===== src/rtl/matrix_scan_ctrl_if.sv =====
// matrix_scan_ctrl_if
// Bundles the renderer handshake and the column shift-register / row-driver
// signals of the LED matrix row-scan sequencer.
//   master : the scan controller (drives count and all display outputs)
//   slave  : the environment (renderer + enable source)
// Signals:
//   enable     scan run request
//   row_data   renderer row pattern, [WIDTH-1:0] used
//   count      row index presented to the renderer
//   sdata      serial column data
//   sclk       shift clock, idles low
//   latch      one-cycle strobe to the shift-register output latch
//   row_sel    one-hot active-high row enable
//   frame_done one-cycle pulse after the last row's dwell
interface matrix_scan_ctrl_if #(
  parameter int WIDTH = 8
);
  logic             enable;
  logic [15:0]      row_data;
  logic [2:0]       count;
  logic             sdata;
  logic             sclk;
  logic             latch;
  logic [WIDTH-1:0] row_sel;
  logic             frame_done;

  modport master (
    input  enable, row_data,
    output count, sdata, sclk, latch, row_sel, frame_done
  );

  modport slave (
    output enable, row_data,
    input  count, sdata, sclk, latch, row_sel, frame_done
  );
endinterface


===== src/rtl/matrix_scan_ctrl.sv =====
// matrix_scan_ctrl
// Row-scan sequencer for the 8x8 pong LED matrix. For each row it presents
// the row index to the renderer, captures the returned pattern, shifts it out
// MSB first to the column shift register, latches it and lights the row for
// DWELL cycles. Rows cycle continuously while enable is high.
// Ports:
//   clk  system clock
//   rst  asynchronous active-high reset
//   bus  matrix_scan_ctrl_if.master (enable, row_data in; count, sdata,
//        sclk, latch, row_sel, frame_done out)
// Parameters: WIDTH (2..8 rows/cols), DWELL (>=1), SHIFT_DIV (>=1).
// Build option: define MATRIX_SCAN_BLANK_EN to blank row_sel during FETCH and
// SHIFT; otherwise the previous row stays lit until the next LATCH.
//
// state   | meaning
// --------+-----------------------------------------------------------
// IDLE    | outputs at reset values, waiting for enable
// FETCH   | 2 cycles, count stable, row_data captured at end of 2nd
// SHIFT   | WIDTH bits out, each SHIFT_DIV low + SHIFT_DIV high cycles
// LATCH   | 1 cycle, latch strobe and row_sel = one-hot(count)
// DISPLAY | DWELL cycles, row held; last cycle advances count
module matrix_scan_ctrl #(
  parameter int WIDTH     = 8,
  parameter int DWELL     = 1000,
  parameter int SHIFT_DIV = 2
) (
  input  logic              clk,
  input  logic              rst,
  matrix_scan_ctrl_if.master bus
);

  localparam int DIV_W   = (SHIFT_DIV > 1) ? $clog2(SHIFT_DIV) : 1;
  localparam int DWELL_W = (DWELL > 1) ? $clog2(DWELL) : 1;

  localparam logic [DIV_W-1:0]   DIV_RELOAD   = DIV_W'(SHIFT_DIV - 1);
  localparam logic [DWELL_W-1:0] DWELL_RELOAD = DWELL_W'(DWELL - 1);
  localparam logic [2:0]         LAST_ROW     = 3'(WIDTH - 1);
  localparam logic [WIDTH-1:0]   ROW_ONE      = WIDTH'(1);

  typedef enum logic [2:0] {
    S_IDLE,
    S_FETCH,
    S_SHIFT,
    S_LATCH,
    S_DISPLAY
  } state_t;

  state_t             r_state;
  logic [2:0]         r_count;
  logic               r_sdata;
  logic               r_sclk;
  logic               r_latch;
  logic [WIDTH-1:0]   r_row_sel;
  logic               r_frame_done;
  logic               r_fetch_cnt;
  logic [WIDTH-1:0]   r_shreg;
  logic [2:0]         r_bit;
  logic [DIV_W-1:0]   r_div;
  logic [DWELL_W-1:0] r_dwell;

  logic [WIDTH-1:0]   w_onehot;
  logic               w_unused;

  assign w_onehot = ROW_ONE << r_count;
  // Upper renderer bits are unused by design.
  assign w_unused = ^bus.row_data[15:WIDTH];

  always_ff @(posedge clk or posedge rst) begin
    if (rst) begin
      r_state      <= S_IDLE;
      r_count      <= '0;
      r_sdata      <= 1'b0;
      r_sclk       <= 1'b0;
      r_latch      <= 1'b0;
      r_row_sel    <= '0;
      r_frame_done <= 1'b0;
      r_fetch_cnt  <= 1'b0;
      r_shreg      <= '0;
      r_bit        <= '0;
      r_div        <= '0;
      r_dwell      <= '0;
    end else begin
      r_latch      <= 1'b0;
      r_frame_done <= 1'b0;
      case (r_state)
        S_IDLE: begin
          if (bus.enable) begin
            r_state     <= S_FETCH;
            r_count     <= '0;
            r_fetch_cnt <= 1'b0;
          end
        end

        S_FETCH: begin
          if (!r_fetch_cnt) begin
            r_fetch_cnt <= 1'b1;
          end else begin
            // MSB goes out on the same edge the pattern is captured.
            r_shreg <= bus.row_data[WIDTH-1:0];
            r_sdata <= bus.row_data[WIDTH-1];
            r_sclk  <= 1'b0;
            r_div   <= DIV_RELOAD;
            r_bit   <= LAST_ROW;
            r_state <= S_SHIFT;
          end
        end

        S_SHIFT: begin
          if (r_div != '0) begin
            r_div <= r_div - DIV_W'(1);
          end else if (!r_sclk) begin
            r_sclk <= 1'b1;
            r_div  <= DIV_RELOAD;
          end else if (r_bit == '0) begin
            r_sclk    <= 1'b0;
            r_sdata   <= 1'b0;
            r_latch   <= 1'b1;
            r_row_sel <= w_onehot;
            r_state   <= S_LATCH;
          end else begin
            r_sclk  <= 1'b0;
            r_div   <= DIV_RELOAD;
            r_bit   <= r_bit - 3'd1;
            r_shreg <= {r_shreg[WIDTH-2:0], 1'b0};
            r_sdata <= r_shreg[WIDTH-2];
          end
        end

        S_LATCH: begin
          r_dwell <= DWELL_RELOAD;
          r_state <= S_DISPLAY;
        end

        S_DISPLAY: begin
          if (r_dwell != '0) begin
            r_dwell <= r_dwell - DWELL_W'(1);
          end else begin
            if (r_count == LAST_ROW) begin
              r_count      <= '0;
              r_frame_done <= 1'b1;
            end else begin
              r_count <= r_count + 3'd1;
            end
            if (bus.enable) begin
              r_state     <= S_FETCH;
              r_fetch_cnt <= 1'b0;
`ifdef MATRIX_SCAN_BLANK_EN
              r_row_sel   <= '0;
`endif
            end else begin
              r_state   <= S_IDLE;
              r_row_sel <= '0;
              r_count   <= '0;
            end
          end
        end

        default: r_state <= S_IDLE;
      endcase
    end
  end

  assign bus.count      = r_count;
  assign bus.sdata      = r_sdata;
  assign bus.sclk       = r_sclk;
  assign bus.latch      = r_latch;
  assign bus.row_sel    = r_row_sel;
  assign bus.frame_done = r_frame_done;

endmodule

===== src/flat_wrapper.sv =====
// flat-port wrapper written by rule: the top's interface ports become plain ports
module matrix_scan_ctrl_flat 
#(
  parameter int WIDTH     = 8,
  parameter int DWELL     = 1000,
  parameter int SHIFT_DIV = 2
)
  (clk, rst, bus_enable, bus_row_data, bus_count, bus_sdata, bus_sclk, bus_latch, bus_row_sel, bus_frame_done);
  matrix_scan_ctrl_if #(.WIDTH(WIDTH)) bus_i ();
  input  logic clk;
  input  logic rst;
  input wire logic [$bits(bus_i.enable)-1:0] bus_enable;
  input wire logic [$bits(bus_i.row_data)-1:0] bus_row_data;
  output wire logic [$bits(bus_i.count)-1:0] bus_count;
  output wire logic [$bits(bus_i.sdata)-1:0] bus_sdata;
  output wire logic [$bits(bus_i.sclk)-1:0] bus_sclk;
  output wire logic [$bits(bus_i.latch)-1:0] bus_latch;
  output wire logic [$bits(bus_i.row_sel)-1:0] bus_row_sel;
  output wire logic [$bits(bus_i.frame_done)-1:0] bus_frame_done;
  assign bus_i.enable = bus_enable;
  assign bus_i.row_data = bus_row_data;
  assign bus_count = bus_i.count;
  assign bus_sdata = bus_i.sdata;
  assign bus_sclk = bus_i.sclk;
  assign bus_latch = bus_i.latch;
  assign bus_row_sel = bus_i.row_sel;
  assign bus_frame_done = bus_i.frame_done;
  matrix_scan_ctrl #(.WIDTH(WIDTH), .DWELL(DWELL), .SHIFT_DIV(SHIFT_DIV)) u_core (.clk(clk), .rst(rst), .bus(bus_i));
endmodule

===== config.mk =====
export PLATFORM = sky130hd
export DESIGN_NAME = matrix_scan_ctrl_flat
export DESIGN_NICKNAME = d
export VERILOG_FILES = /design/src/rtl/matrix_scan_ctrl_if.sv /design/src/rtl/matrix_scan_ctrl.sv /design/src/flat_wrapper.sv
export SDC_FILE = /design/constraint.sdc
export NUM_CORES = 1
export LEC_CHECK = 0
export BUFFER_PORTS_ARGS = -buffer_cell sky130_fd_sc_hd__buf_2
export CAP_MARGIN = 20
export CELL_PAD_IN_SITES_DETAIL_PLACEMENT = 1
export CELL_PAD_IN_SITES_GLOBAL_PLACEMENT = 2
export CORE_AREA = 4 4 82 84
export CTS_CLUSTER_DIAMETER = 150
export DETAILED_ROUTE_END_ITERATION = 10
export DIE_AREA = 0 0 86 88
export PLACE_DENSITY_LB_ADDON = 0.1
export RECOVER_POWER = 25
export SLEW_MARGIN = 20
export SYNTH_ARGS = -nofsm -noshare
export SYNTH_HDL_FRONTEND = slang
export SYNTH_SLANG_ARGS = --single-unit

===== constraint.sdc =====
create_clock -name clk -period 2.1 [get_ports clk]
set_input_delay 0.21 -clock clk [delete_from_list [all_inputs] [get_ports clk]]
set_output_delay 0.21 -clock clk [all_outputs]
set_load 0.005 [all_outputs]

==> flow_summary.toml, run 1 <==
[logic_synthesis]
synth_top_cells_by_area = "dfrtp_1 (48%), ha_1 (5.4%), nand2_1 (5.2%), mux2_2 (3.8%), inv_1 (2.1%)"
net_count_of_the_mapped_netlist = 227
ys_ff_latch = 40
synthesis.area_per_instance_um2 = 10.56
synth-main-ff-cell = "dfrtp_1"
ys.warnings.count = 0
asyncSetResetFlopFracSynth_pct = 100.0
synth.distinct_cells = 50
synth_area_leader_cell = "dfrtp_1"
post_synthesis_cell_area_um2 = 2102
synth_top_area_share_pct = 47.62
netlist_instances = 199
synth_edf_count = 0
seq_area_frac_synth_pct = 47.62

[setup_path]
r2r_end = "u_core.r_shreg[1]"
logic_depth_of_the_worst_setup_path_including_buffers = 6
timing.critical_path.from_type = "register"
timing.critical_path.required_ps = 2280
reg2reg_from = "u_core.r_bit[0]"
endpoint_kind = "register"
critPathLaunch = "u_core.r_bit[0]"
timing.critical_path.fanout_max = 10
worst-r2r-setup-slack_ps = 90
cp_cell_sequence = "inv_1 > ha_1 > nor2b_1 > or3_4 > a21oi_4 > mux2_2"
slowest_delay_ps = 390
critical-path-top-delay-family = "simple AND/OR/NAND/NOR gates"
critical_path.n_buffers_inverters = 1
signal_arrival_time_at_the_worst_endpoint_ps = 2190
reg2reg_depth = 6
crit_path_category = "register to register"
setup.worst_path.end = "u_core.r_shreg[1]"
master_of_the_slowest_instance_on_the_critical_path = "mux2_2"

[cts]
cts_made_buffers = 5
h-tree-depth = 2
cts_resized = 0
cts.repair_timing.setup_buffer_count = 0
clock_path_buffers = 2
tritoncts = "done"
clk_latency_ps = 290
cts_hold_repair.buffers = 0
clk_transition_reported_paths_ps = 70
clock_root_buffer = "clkbuf_8"
clock_sink_total = 40

[cells_and_area]
fin_area_um2 = 2415
layout.cells.most_common = "dfrtp_1"
multi_input_area_um2 = 1003
fraction_of_final_layout_cells_sized_beyond_drive_strength_1_pct = 25.32
num-fill-cells = 675
seqCellArea_um2 = 1001
final_nets = 261
antenna_cells_inserted = 0
area_growth_syn_to_layout_pct = 14.88
top_library_cells_by_usage_in_the_layout_fill_and_taps_aside = "dfrtp_1 (40), nand2_1 (29), buf_2 (25), inv_1 (12)"

[floorplan]
die_area_um2 = 7568
die_boundary_height_um = 88
floorplan.rows = 28
area_inside_the_core_boundary_um2 = 5921
die-width_um = 86
num_io_pins = 34
initial_core_util_pct = 35.50

[status]
run_status = "finished, final reports clean"

[power_and_ir_drop]
switchingPower_uw = 909.5
intPower_uw = 1641
p_leak_uw = 0.001125
pwr-share-comb_pct = 31.6
part_of_the_total_power_dissipated_in_the_clock_network_pct = 18.8
seqPwrFrac_pct = 49.6
netSwitchingFraction_pct = 35.65
total_power_uw = 2551
power_density_nw_per_um2 = 1056
ir_drop_uv = 332.6

[global_routing]
grt_pass1_wl_mm = 8.604
use_met2_pct = 24.46
gr_ovfl_total = 0
grt.total_usage_pct = 14.37
gr-usage-met1_pct = 17.74
global_route.peak_usage_layer = "met2"
grt_antenna_before_repair = 0
grt_util_met3_pct = 3.481
number_of_global_route_vias_before_repair = 1780
grt_start_max_net_pins = 41

[sta]
final-hold-violation-count = 0
post-route-min-period_ps = 2015
grt_setup_unrepaired = "false"
tightest_slew_ps = 1011
final_min_period_over_clock_period_pct = 95.94
clock-skew-final_ps = 1.889
relSlewSlack_pct = 32.57
max_clock_freq_mhz = 496.4
timing.hold.ws_ps = 175.8
number_of_setup_violations_in_the_final_report = 0
tns_ps = 0
final_max_slew_viol_count = 0

[job]
max_cap_viol_count = 0

[detailed_routing]
drtAntennaViolNets = 0
dr_total_vias = 1574
via_per_inst = 5.110
drt-wirelength-per-cell_um = 15.54
drt_drc = 0
drt_pass1_iterations = 2
detail_route.wirelength_mm = 4.786
drt_first_iter_violations = 51

[placed_design]
io_buffers = 25
place_area_um2 = 2340
detailedPlacementHpwl_mm = 3.677
gpl.final_weighted_congestion = 0.8279

[min_path]
hp-class = "primary input to register"
[synthesized netlist by cell type, types with 3 or more instances]
| cell type | count |
|---|---|
| inv_1 | 12 |
| dfrtp_1 | 40 |
| a31oi_1 | 6 |
| nor3_1 | 6 |
| nand2_1 | 29 |
| clkbuf_1 | 3 |
| ha_1 | 9 |
| nand3_1 | 8 |
| o21ai_0 | 5 |
| a22o_1 | 5 |
| nor2_1 | 9 |
| nor3b_1 | 3 |
| a32o_1 | 3 |
| a21oi_1 | 6 |
| mux2_2 | 7 |
[routing by layer]
| layer | part of all wire (%) | vias up |
|---|---|---|
| li1 | - | 777 |
| met1 | 46 | 773 |
| met2 | 50 | 19 |
| met3 | 3.3 | 5 |
| met4 | 1.4 | 0 |
| met5 | 0 | - |
[power by group through the flow]
| stage | sequential [µW] | clock, µW | combinational, µW |
|---|---|---|---|
| after global placement | 1260 | 0 | 772 |
| after CTS | 1270 | 510 | 831 |
| after floorplan | 1200 | 0 | 655 |
| after global routing | 1310 | 548 | 922 |
| final | 1260 | 480 | 807 |
| after detailed placement | 1280 | 0 | 824 |
[kinds of logic (layout without fill, tap and decap cells)]
group | count (synthesis) | in the layout | synth area share, %
compound gates | 42 | 42 | 16.31
xor+xnor | 1 | 1 | 0.4167
fa+ha+maj | 9 | 9 | 5.357
buf+inv | 20 | 54 | 4.642
flops | 40 | 40 | 47.62
mux | 9 | 9 | 4.703
simple gates | 78 | 78 | 20.95
[flip-flops by register name, summed over array words and instances (netlist names)]
name,flops
u_core.bus.frame_done,1
u_core.bus.sclk,1
u_core.r_shreg,7
u_core.bus.sdata,1
u_core.r_state,3
u_core.bus.latch,1
u_core.bus.count,3
u_core.r_div,1
u_core.r_fetch_cnt,1
u_core.bus.row_sel,8
u_core.r_bit,3
u_core.r_dwell,10
[how the worst min path moves through the flow]
stage	slack (ps)	cells after the start	from	to
2_1_floorplan	350	2	bus_row_data[0]	u_core.r_shreg[0]
3_3_place_gp	360	3	rst	u_core.bus.row_sel[1]
3_5_place_dp	370	3	rst	u_core.bus.row_sel[1]
4_1_cts	60	3	rst	u_core.r_shreg[0]
5_1_grt	190	3	bus_row_data[0]	u_core.r_shreg[0]
6_report	180	3	bus_row_data[0]	u_core.r_shreg[0]
[tightest hold or removal path: cells and delay by family]
| family | cells | cell delay [ps] |
|---|---|---|
| and+or+nand+nor | 1 | 50 |
| buffers and inverters | 1 | 100 |
| muxes | 1 | 70 |
[cell type report]
type                       instances  area share, %
clock buffer                       6          3.005
sequential                        40          41.45
inverter                          13          2.021
timing repair buffer              34          7.876
multi-input combinational        139          41.55
tap                               75          3.886
clock inverter                     1         0.2073
[through the flow]
step                      worst slack, ps  std cells  utilization (%)
after floorplan                     245.0        199                -
after global placement              155.8        301            39.52
after detailed placement            79.16        301            39.52
after CTS                           60.73        308            40.83
after global routing              0.03531        308            40.79
final                               85.35        308            40.79
No activity file was read; power rests on OpenSTA's default activity.
==> run 2: changes to the inputs <==
CORE_AREA = 4 4 80 82   (was 4 4 82 84)
CTS_CLUSTER_DIAMETER = default   (was 150)
DIE_AREA = 0 0 84 86   (was 0 0 86 88)
clock period = 2.4 ns   (was 2.1 ns; I/O delays follow)
==> run 2 against run 1 <==
Effect of this change:
- non-clock buffer count fell by 5
- critical endpoint is now u_core.r_shreg[5]
- hold slack improved by 16 ps
- cell area decreased by 1.6%
- cell count is 1.6% lower
- critical path type unchanged
- clock power fell by 10%
- power fell by 13%
- maximum frequency is 1.3% lower
==> flow_summary.toml, run 2 (synthesis gave the netlist of run 1 again) <==
[setup_path]
crit_path_category = "register to register"
timing.critical_path.from_type = "register"
slowest_delay_ps = 390
endpoint_kind = "register"
master_of_the_slowest_instance_on_the_critical_path = "or3_4"
worst-r2r-setup-slack_ps = 360
signal_arrival_time_at_the_worst_endpoint_ps = 2220
timing.critical_path.required_ps = 2570
timing.critical_path.fanout_max = 10
cp_cell_sequence = "inv_1 > ha_1 > nor2b_1 > or3_4 > a21oi_4 > mux2_2"

[detailed_routing]
drt_first_iter_violations = 77
via_per_inst = 5.281
drt_drc = 0
drtAntennaViolNets = 0
detail_route.wirelength_mm = 4.876
dr_total_vias = 1600
drt-wirelength-per-cell_um = 16.09
drt_pass1_iterations = 4

[sta]
final_max_slew_viol_count = 0
post-route-min-period_ps = 2042
relSlewSlack_pct = 32.87
final_min_period_over_clock_period_pct = 85.07
number_of_setup_violations_in_the_final_report = 0
clock-skew-final_ps = 5.865
tightest_slew_ps = 1007
tns_ps = 0
grt_setup_unrepaired = "false"
final-hold-violation-count = 0
max_clock_freq_mhz = 489.8
timing.hold.ws_ps = 192.0

[global_routing]
gr_ovfl_total = 0
grt.total_usage_pct = 14.35
grt_antenna_before_repair = 0
grt_start_max_net_pins = 41
grt_pass1_wl_mm = 8.376
number_of_global_route_vias_before_repair = 1730

[cts]
clock_path_buffers = 2
clk_transition_reported_paths_ps = 80
cts_made_buffers = 5
tritoncts = "done"
cts.repair_timing.setup_buffer_count = 0
cts_hold_repair.buffers = 0
h-tree-depth = 2
cts_resized = 0
clk_latency_ps = 290
clock_sink_total = 40
clock_root_buffer = "clkbuf_8"

[power_and_ir_drop]
pwr-share-comb_pct = 29.8
seqPwrFrac_pct = 50.7
ir_drop_uv = 359.2
part_of_the_total_power_dissipated_in_the_clock_network_pct = 19.5
p_leak_uw = 0.001099
switchingPower_uw = 809.1
power_density_nw_per_um2 = 933.7
netSwitchingFraction_pct = 36.45
intPower_uw = 1411

[cells_and_area]
layout.cells.non_filler = 303
seqCellArea_um2 = 1001
fin_area_um2 = 2377
largest_reg_flops = 10
num-fill-cells = 676
max_flop_register = "u_core.r_dwell"
antenna_cells_inserted = 0
top_library_cells_by_usage_in_the_layout_fill_and_taps_aside = "dfrtp_1 (40), nand2_1 (29), buf_2 (25), inv_1 (12)"
final_nets = 256
fraction_of_final_layout_cells_sized_beyond_drive_strength_1_pct = 23.68
area_growth_syn_to_layout_pct = 13.10
multi_input_area_um2 = 1003
final_core_util_pct = 41.38
layout.cells.most_common = "dfrtp_1"

[placed_design]
io_buffers = 25
place_area_um2 = 2302
gpl.final_weighted_congestion = 0.7711
detailedPlacementHpwl_mm = 3.571
place_inst = 296

[floorplan]
num_io_pins = 34
floorplan.rows = 28
die-width_um = 84
die_boundary_height_um = 86
initial_core_util_pct = 36.59
die_area_um2 = 7224
area_inside_the_core_boundary_um2 = 5746

[min_path]
hp-class = "primary input to register"

[status]
run_status = "finished, final reports clean"

[job]
max_cap_viol_count = 0
## run 2: cell count changes in the layout (fill, tap and decap cells not counted), sizes merged
cell / before / now
buf: 33 / 28
## run 2: power groups by stage
stage / clock network (µW) / registers, µW / logic [µW]
floorplan: 0 / 1050 / 573
global placement: 0 / 1110 / 629
detailed placement: 0 / 1140 / 679
CTS: 450 / 1130 / 680
global route: 485 / 1160 / 752
finish: 432 / 1130 / 662
## run 2: stage by stage
step	worst slack (ps)	total power (µW)
global route	280.1	2401
global placement	427.0	1737
detailed placement	355.2	1816
finish	358.4	2220
floorplan	545.0	1623
CTS	341.3	2256
## run 2: layout make-up
class                   instances  area share (%)
well taps                      75           3.947
clock inverters                 1          0.2105
inverters                      13           2.053
repair buffers                 29           6.421
multi-input cells             139           42.21
clock buffers                   6           3.053
flip-flops and latches         40           42.11
## run 2: path summary, 6_finish.rpt
check / startpoint / endpoint / cells past startpoint
worst max-delay path: u_core.r_bit[0] / u_core.r_shreg[5] / 6
worst min-delay path: bus_row_data[0] / u_core.r_shreg[0] / 3
worst max register to register: u_core.r_bit[0] / u_core.r_shreg[5] / 6
worst min register to register: u_core.bus.row_sel[6] / u_core.bus.row_sel[6] / 1
max in group asynchronous: rst / u_core.r_dwell[0] / 3
min in group asynchronous: rst / u_core.bus.sdata / 3
## run 2: layer usage
metal  wire length [µm]  share of wire (%)  track usage [%]  vias to the layer above
li1                   -                  -                -                      770
met1               2241                 46            17.39                      808
met2               2447                 50            25.16                       16
met3                129                2.6            3.362                        6
met4                 57                1.2            4.825                        0
met5                  0                  0                0                        -
## run 2: critical path: cells and delay by family (launching register included)
kind                       cells  cell delay [ps]
adders and majority gates      1              190
and+or+nand+nor                2              550
DFF                            1              370
muxes                          1              390
buffers and inverters          1               70
AOI/OAI and AO/OA              1              350
==> run 3: changes to the inputs <==
CORE_AREA = 4 4 86 80   (was 4 4 80 82)
DIE_AREA = 0 0 90 84   (was 0 0 84 86)
REMOVE_ABC_BUFFERS = 1   (was default)
clock period = 1.9 ns   (was 2.4 ns; I/O delays follow)
==> run 3 against run 2 <==
Effect of this change:
- routed wire length up 1.1%
- cell area up 7.9%
- cell count rose by 4.3%
- non-clock buffer count grew 15
- sequential share of layout area decreased by 3.1 points
- first-iteration DRC count shrank 56%
- hold slack got worse by 44 ps
- combinational power up 50%
- maximum frequency grew 11%
- count of clock-buffer cells in the layout rose by 1
- critical path depth grew 1
- sequential power is 24% higher
- largest cell class unchanged
==> flow_summary.toml, run 3 (synthesis gave the netlist of run 1 again) <==
[setup_path]
master_of_the_slowest_instance_on_the_critical_path = "or3_4"
slowest_delay_ps = 380
crit_path_category = "register to register"
critical_path.n_buffers_inverters = 2
cp_cell_sequence = "inv_2 > ha_1 > nor2b_1 > or3_4 > a21oi_4 > buf_6 > mux2_2"
endpoint_kind = "register"
signal_arrival_time_at_the_worst_endpoint_ps = 2020
timing.critical_path.fanout_max = 5
timing.critical_path.required_ps = 2080
critical-path-top-delay-family = "simple AND/OR/NAND/NOR gates"
timing.critical_path.from_type = "register"

[cts]
clk_latency_ps = 290
clk_transition_reported_paths_ps = 70
clock_path_buffers = 2
clock_root_buffer = "clkbuf_8"
clock_sink_total = 40
h-tree-depth = 2
tritoncts = "done"
cts_made_buffers = 5

[sta]
final-hold-violation-count = 0
relSlewSlack_pct = 31.43
number_of_setup_violations_in_the_final_report = 0
final_max_slew_viol_count = 0
tightest_slew_ps = 1029
final_min_period_over_clock_period_pct = 97.01
grt_setup_unrepaired = "true"
post-route-min-period_ps = 1843
finalWorstSetupSlack_ps = 56.81
tns_ps = 0
clock-skew-final_ps = 5.128
max_clock_freq_mhz = 542.5

[global_routing]
gr_ovfl_total = 0
grt_pass1_wl_mm = 8.535
grt.total_usage_pct = 13.81
grt_start_max_net_pins = 41
number_of_global_route_vias_before_repair = 1779
grt_antenna_before_repair = 0

[floorplan]
die-width_um = 90
die_boundary_height_um = 84
initial_core_util_pct = 35.15
num_io_pins = 34
die_area_um2 = 7560
floorplan.rows = 27
area_inside_the_core_boundary_um2 = 5979

[status]
run_status = "finished, final reports clean"

[placed_design]
detailedPlacementHpwl_mm = 3.622
io_buffers = 25
place_inst = 303
pre_cts_slack_ps = -35.26
gpl.final_weighted_congestion = 0.7469
place_area_um2 = 2374

[power_and_ir_drop]
power_density_nw_per_um2 = 1233
p_leak_uw = 0.001205
ir_drop_uv = 513.2

[cells_and_area]
antenna_cells_inserted = 0
fin_area_um2 = 2565
area_growth_syn_to_layout_pct = 22.02
num-fill-cells = 687
max_flop_register = "u_core.r_dwell"
layout.cells.non_filler = 316
fraction_of_final_layout_cells_sized_beyond_drive_strength_1_pct = 30.74
layout.cells.most_common = "dfrtp_1"
seqCellArea_um2 = 1001
largest_reg_flops = 10
top_library_cells_by_usage_in_the_layout_fill_and_taps_aside = "dfrtp_1 (40), nand2_1 (29), buf_2 (25), buf_4 (16), inv_1 (11)"
final_nets = 271
multi_input_area_um2 = 1023

[detailed_routing]
drt_drc = 0
drtAntennaViolNets = 0
detail_route.wirelength_mm = 4.929
via_per_inst = 5.266
dr_total_vias = 1664
drt_first_iter_violations = 34
drt-wirelength-per-cell_um = 15.60
drt_pass1_iterations = 4

[min_path]
hp-class = "primary input to register"

[job]
max_cap_viol_count = 0
## run 3: through the flow
step	util (%)	hold slack (ps)	power [µW]
detailed placement	39.69	368.6	2380
global placement	39.69	343.6	2305
CTS	42.06	42.65	3190
global route	42.90	179.8	3408
floorplan	-	327.1	1991
finish	42.90	148.1	3162
## run 3: timing repair
action	in CTS	in global routing
setup endpoints to repair	7	18
hold buffers	0	0
gates resized for setup	0	8
setup buffers	2	3
pin swaps	1	0
## run 3: worst reg2reg max path, cell delays in order (launching register included)
cell	delay, ps
dfrtp_1	370
inv_2	50
ha_1	190
nor2b_1	140
or3_4	380
a21oi_4	150
buf_6	140
mux2_2	320
## run 3: path summary, 6_finish.rpt
path                                  startpoint               endpoint  slack [ps]  cells past startpoint
hold / removal                   bus_row_data[0]      u_core.r_shreg[0]         150                      3
setup reg to reg                 u_core.r_bit[0]        u_core.r_bit[1]          60                      7
min in group asynchronous                    rst        u_core.bus.sclk         210                      3
setup / recovery                 u_core.r_bit[0]        u_core.r_bit[1]          60                      7
hold reg to reg            u_core.bus.row_sel[6]  u_core.bus.row_sel[6]         500                      1
max in group asynchronous                    rst      u_core.r_dwell[9]        1050                      3
## run 3: per-layer routing
layer	vias to the layer above	track usage (%)	wire length (µm)
li1	801	-	-
met1	840	16.90	2211
met2	17	23.61	2520
met3	6	3.877	133
met4	0	4.172	63
met5	-	0	0
## run 3: cell type report
cell class	instances	share of cell area, %
Tap cell	72	3.512
Multi-Input combinational cell	139	39.90
Clock inverter	1	1.171
Clock buffer	7	3.756
Inverter	13	2.000
Sequential cell	40	39.02
Timing Repair Buffer	44	10.63
## run 3: where the power goes
group,internal [µW],switching (µW),total (µW)
Clock,464,301,765
Combinational,528,468,996
Sequential,1120,281,1400
Total,2110,1050,3160
